**src/rtl/neopixel_frame_ctrl.sv**
```systemverilog
// APB register front end and frame sequencer for the NeoPixel transmitter.
// Zero-wait-state APB, pixel writes pass straight through, TX_START one cycle after START/TX_DONE.
module neopixel_frame_ctrl #(
    parameter int          PIXELS_MAX  = 5,
    parameter int          PIXELS_BITS = 3,
    parameter logic [15:0] TIMEOUT     = 16'd60000
) (
    input  logic                   CLK_10MHZ,
    input  logic                   APB_PRESERN,
    input  logic [7:0]             APB_PADDR,
    input  logic                   APB_PSELx,
    input  logic                   APB_PENABLE,
    input  logic                   APB_PWRITE,
    input  logic [7:0]             APB_PWDATA,
    output logic                   APB_PREADY,
    output logic                   APB_PSLVERR,
    output logic [7:0]             APB_PRDATA,
    output logic                   PIX_WE,
    output logic [PIXELS_BITS-1:0] PIX_WADDR,
    output logic [7:0]             PIX_WDATA,
    output logic                   TX_START,
    output logic [PIXELS_BITS-1:0] TX_LENGTH,
    input  logic                   TX_DONE,
    output logic                   IRQ
);

    localparam logic [1:0] ST_IDLE = 2'd0;
    localparam logic [1:0] ST_ARM  = 2'd1;
    localparam logic [1:0] ST_RUN  = 2'd2;

    localparam logic [7:0]             PIX_LIM = 8'(PIXELS_MAX);
    localparam logic [PIXELS_BITS-1:0] LEN_RST = PIXELS_BITS'(PIXELS_MAX);

    logic [1:0]             state_q, state_d;
    logic                   cont_q, cont_d;
    logic                   irq_en_q, irq_en_d;
    logic [PIXELS_BITS-1:0] length_q, length_d;
    logic                   done_q, done_d;
    logic                   toerr_q, toerr_d;
    logic                   pending_q, pending_d;
    logic [15:0]            cnt_q, cnt_d;
    logic [PIXELS_BITS-1:0] tx_len_q, tx_len_d;
    logic                   irq_q, irq_d;

    logic access, wr, rd, busy;
    logic is_pix, is_ctrl, is_len, is_stat, len_ok, start_wr;

    // Outputs are gated by reset so they drop to 0 the moment reset asserts.
    assign access   = APB_PSELx & APB_PENABLE & APB_PRESERN;
    assign wr       = access & APB_PWRITE;
    assign rd       = access & ~APB_PWRITE;
    assign busy     = (state_q != ST_IDLE);
    assign is_pix   = (APB_PADDR < PIX_LIM);
    assign is_ctrl  = (APB_PADDR == 8'h80);
    assign is_len   = (APB_PADDR == 8'h81);
    assign is_stat  = (APB_PADDR == 8'h82);
    assign len_ok   = (APB_PWDATA != 8'd0) && (APB_PWDATA <= PIX_LIM) && !busy;
    assign start_wr = wr & is_ctrl & APB_PWDATA[0];

    assign APB_PREADY  = access;
    assign APB_PSLVERR = access & (~(is_pix | is_ctrl | is_len | is_stat) | (APB_PWRITE & is_len & ~len_ok));

    always_comb begin
        APB_PRDATA = 8'd0;
        if (rd) begin
            if (is_ctrl)      APB_PRDATA = {5'd0, irq_en_q, cont_q, 1'b0};
            else if (is_len)  APB_PRDATA = 8'(length_q);
            else if (is_stat) APB_PRDATA = {4'd0, pending_q, toerr_q, done_q, busy};
        end
    end

    assign PIX_WE    = wr & is_pix;
    assign PIX_WADDR = PIX_WE ? APB_PADDR[PIXELS_BITS-1:0] : '0;
    assign PIX_WDATA = PIX_WE ? APB_PWDATA : 8'd0;
    assign TX_START  = (state_q == ST_ARM);
    assign TX_LENGTH = tx_len_q;
    assign IRQ       = irq_q;

    always_comb begin
        state_d   = state_q;
        cont_d    = cont_q;
        irq_en_d  = irq_en_q;
        length_d  = length_q;
        done_d    = done_q;
        toerr_d   = toerr_q;
        pending_d = pending_q;
        cnt_d     = cnt_q;
        tx_len_d  = tx_len_q;

        if (wr && is_ctrl) begin
            cont_d   = APB_PWDATA[1];
            irq_en_d = APB_PWDATA[2];
        end
        if (wr && is_len && len_ok) length_d = APB_PWDATA[PIXELS_BITS-1:0];
        if (wr && is_stat) begin
            if (APB_PWDATA[1]) done_d  = 1'b0;
            if (APB_PWDATA[2]) toerr_d = 1'b0;
        end
        if (start_wr && busy) pending_d = 1'b1;

        case (state_q)
            ST_IDLE: begin
                if (start_wr || pending_q) begin
                    state_d  = ST_ARM;
                    tx_len_d = length_q;
                end
            end
            ST_ARM: begin
                // A START landing in the ARM cycle itself must still queue a frame.
                pending_d = start_wr;
                cnt_d     = 16'd0;
                state_d   = ST_RUN;
            end
            ST_RUN: begin
                cnt_d = cnt_q + 16'd1;
                if (TX_DONE) begin
                    done_d = 1'b1;
                    if (pending_q || start_wr || cont_q) begin
                        state_d  = ST_ARM;
                        tx_len_d = length_q;
                    end else begin
                        state_d = ST_IDLE;
                    end
                end else if (cnt_d == TIMEOUT) begin
                    toerr_d   = 1'b1;
                    pending_d = 1'b0;
                    state_d   = ST_IDLE;
                end
            end
            default: state_d = ST_IDLE;
        endcase

        irq_d = irq_en_d & (done_d | toerr_d);
    end

    always_ff @(posedge CLK_10MHZ or negedge APB_PRESERN) begin
        if (!APB_PRESERN) begin
            state_q   <= ST_IDLE;
            cont_q    <= 1'b0;
            irq_en_q  <= 1'b0;
            length_q  <= LEN_RST;
            done_q    <= 1'b0;
            toerr_q   <= 1'b0;
            pending_q <= 1'b0;
            cnt_q     <= 16'd0;
            tx_len_q  <= '0;
            irq_q     <= 1'b0;
        end else begin
            state_q   <= state_d;
            cont_q    <= cont_d;
            irq_en_q  <= irq_en_d;
            length_q  <= length_d;
            done_q    <= done_d;
            toerr_q   <= toerr_d;
            pending_q <= pending_d;
            cnt_q     <= cnt_d;
            tx_len_q  <= tx_len_d;
            irq_q     <= irq_d;
        end
    end

endmodule
```
**config.mk**
```make
export PLATFORM = sky130hd
export DESIGN_NAME = neopixel_frame_ctrl
export DESIGN_NICKNAME = d
export VERILOG_FILES = /design/src/rtl/neopixel_frame_ctrl.sv
export SDC_FILE = /design/constraint.sdc
export NUM_CORES = 1
export LEC_CHECK = 0
export CAP_MARGIN = 5
export CORE_MARGIN = 5
export CORE_UTILIZATION = 50
export DETAILED_ROUTE_END_ITERATION = 8
export PLACE_DENSITY = 0.79
export SLEW_MARGIN = 20
export SYNTH_ARGS = -nofsm -noshare
export SYNTH_HDL_FRONTEND = slang
export SYNTH_SLANG_ARGS = --single-unit
```
**constraint.sdc**
```tcl
create_clock -name CLK_10MHZ -period 5.17 [get_ports CLK_10MHZ]
set_input_delay 1.034 -clock CLK_10MHZ [delete_from_list [all_inputs] [get_ports CLK_10MHZ]]
set_output_delay 1.034 -clock CLK_10MHZ [all_outputs]
set_load 0.05 [all_outputs]
```
==> flow_summary_export.csv <==
group,metric,value,unit
timing,finalMaxSlewViolations,0,
layout,num-fill-cells,356,
logic_synthesis,yosysWarnings,0,
setup_path,critical_path_class,"in -> out",
cts,cts_resized,0,
floorplanning,die_w,76.69,um
setup_path,path_max_fanout,7,
cts,htree_levels,2,
timing,period_needed,4374,ps
layout,area_delta_synth_final,31.06,%
status,status,"completed",
cts,clkSlewWorstSetupHoldPaths,70,ps
timing,max_slew.worst_pin.slew,623.2,ps
layout,n_antenna_cell,0,
placed_design,port_buffers,44,
routing,drt_iter0_markers,221,
routing,drc,0,
routing,drt_first_pass_iters,5,
floorplanning,io_pins,49,
power,p_int,0.0004537,W
routing,routed_wirelength,5953,um
timing,finalCritPeriodShare,0.8461,
routing,drtAntennaViolNets,0,
global_routing,track_usage,0.1995,
power,p_seq_frac,0.363,
timing,slew-limit-headroom,0.5845,
logic_synthesis,synth-seq-area-share,0.3388,
logic_synthesis,synth_seq_cells,30,
logic_synthesis,ys_types,60,
timing,setup_slack,795.9,ps
floorplanning,design.core.area,4324,um^2
global_routing,grt_first_pass_wirelength,9777,um
power,combPwrFrac,0.319,
cts,cts_tree,"yes",
placed_design,preCtsSetupSlack,810.0,ps
power,sw_frac_of_total,0.3611,
min_path,hold_class,"reg -> reg",
global_routing,grt_pass1_vias,1943,
cts,cts.sinks,30,
timing,fin_setup_tns,0,ps
logic_synthesis,synth.avg_cell_area,8.519,um^2
floorplanning,row_count,24,
routing,wl_per_cell,16.82,um
placed_design,globalplace.congestion,0.8148,
setup_path,arrival,3340,ps
layout,final_util,0.6739,
logic_synthesis,syn_area,2223,um^2
setup_path,setup.worst_path.start_class,"input port",
setup_path,critPathCaptureType,"output pin",
floorplanning,die_area,5881,um^2
logic_synthesis,async_flop_share,1.000,
cts,clockBufferDepth,2,
cts,hold_buffers,0,
timing,hold_violations,0,
routing,via_per_inst,6.113,
layout,finalNetCount,328,
placed_design,dpl.hpwl,4433,um
cts,post_cts_buffers,0,
global_routing,antenna_found_initial,0,
setup_path,cp.required,4140,ps
timing,finClkSkew,5.522,ps
logic_synthesis,synth_flop_cell,"dfrtp_1",
power,powerDensity,243.7,nW/um^2
timing,rsz0062_at_grt,"no",
layout,final_common_cell,"nand2_1",
routing,vias,2164,
power,leakagePower,1.244,nW
power,clockPowerShare,0.318,
timing,setup_violations,0,
power,switching_power,0.0002564,W
floorplanning,die_h,76.69,um
timing,fmaxAchievable,228.6,MHz
layout,final_cell_mix,"nand2_1, dfrtp_1, clkdlybuf4s50_1, nor2_1, o21ai_0",
layout,drive_gt1_frac,0.1722,
global_routing,grt_max_degree,31,
flow_run,cap_viol_max_count,0,
cts,insertion_delay,290,ps
floorplanning,start_util,0.5142,
cts,numCtsBuffers,5,
cts,root_buffer,"clkbuf_8",
global_routing,grt_overflow_total,0,
logic_synthesis,netlist_instances,261,
logic_synthesis,synth-edff-count,0,
power,ir_worst_vdd,0.2951,mV
-- synth_stat cells, types with 7 or more instances --
cell type / number / area, um^2
nor4_1: 7 / 43.79
nor2_1: 16 / 60.06
nand2_1: 35 / 131.4
dfrtp_1: 28 / 700.7
and2_1: 13 / 81.33
o31ai_1: 7 / 52.55
inv_1: 12 / 45.04
mux2_2: 7 / 78.83
nand3_1: 15 / 75.07
o21ai_0: 16 / 80.08
a21oi_1: 8 / 40.04
nor3_1: 13 / 65.06
-- critical path: stages --
cell             delay, ps
clkdlybuf4s50_1        390
or4_4                  570
or2_1                  340
or3_1                  420
nor3_1                 380
buf_12                 190
-- final cells by class --
cell class,instances,area (um^2),share of cell area
flip-flops and latches,30,753.2,0.2585
repair buffers,46,600.6,0.2061
inverters,12,45.04,0.01546
clock buffers,8,110.1,0.03778
well taps,52,65.06,0.02233
multi-input cells,206,1340,0.4599
-- cells by family (layout without fill, tap and decap cells) --
family                     count (synthesis)  after routing  share of synthesized area
other                                      1              4                   0.001687
muxes                                     11             11                    0.05403
buffers and inverters                     28             66                    0.06359
xor gates and xnor gates                   3              3                    0.01182
and+or+nand+nor                          128            128                     0.3168
DFF                                       30             30                     0.3388
AOI/OAI and AO/OA                         55             55                     0.1852
adders and majority gates                  5              5                    0.02814
-- registers in the layout, summed over array words and instances (netlist names) --
register	flops
TX_LENGTH	3
state_q	2
IRQ	1
length_q	3
done_q	1
irq_en_q	1
cnt_q	16
pending_q	1
toerr_q	1
cont_q	1
-- power groups by stage --
stage | clock (W) | sequential (W) | combinational (W)
5_1_grt | 0.000239 | 0.000260 | 0.000245
6_report | 0.000226 | 0.000258 | 0.000227
3_3_place_gp | 0 | 0.000261 | 0.000216
2_1_floorplan | 0 | 0.000259 | 0.000155
4_1_cts | 0.000227 | 0.000257 | 0.000223
3_5_place_dp | 0 | 0.000262 | 0.000222
-- final timing paths --
kind | start | to | slack, ps | depth (start not counted)
worst max-delay path | APB_PADDR[3] | APB_PRDATA[1] | 800 | 6
worst min-delay path | TX_LENGTH[1] | TX_LENGTH[1] | 490 | 2
worst max register to register | state_q[0] | cnt_q[9] | 2670 | 5
worst min register to register | TX_LENGTH[1] | TX_LENGTH[1] | 490 | 2
max in group asynchronous | APB_PRESERN | length_q[0] | 3570 | 2
min in group asynchronous | APB_PRESERN | cnt_q[8] | 1280 | 2
-- per-stage QoR --
stage / power [W] / area, um^2 / hold slack (ps) / cells
CTS: 0.0007072 / 2914 / 490.9 / 354
global placement: 0.0004768 / 2804 / 465.9 / 346
finish: 0.0007100 / 2914 / 488.7 / 354
global route: 0.0007438 / 2914 / 501.2 / 354
floorplan: 0.0004138 / 2235 / 444.8 / 264
detailed placement: 0.0004836 / 2804 / 475.6 / 346
-- per-layer routing --
layer | wire (um) | part of all wire | track usage | up-vias
met3 | 386 | 0.065 | 0.03981 | 12
met1 | 2428 | 0.41 | 0.2701 | 1041
li1 | - | - | - | 1015
met4 | 59 | 0.0099 | 0.04371 | 0
met2 | 3079 | 0.52 | 0.3277 | 96
met5 | 0 | 0 | 0 | -
Note: power is estimated with default switching activity, not from simulation.
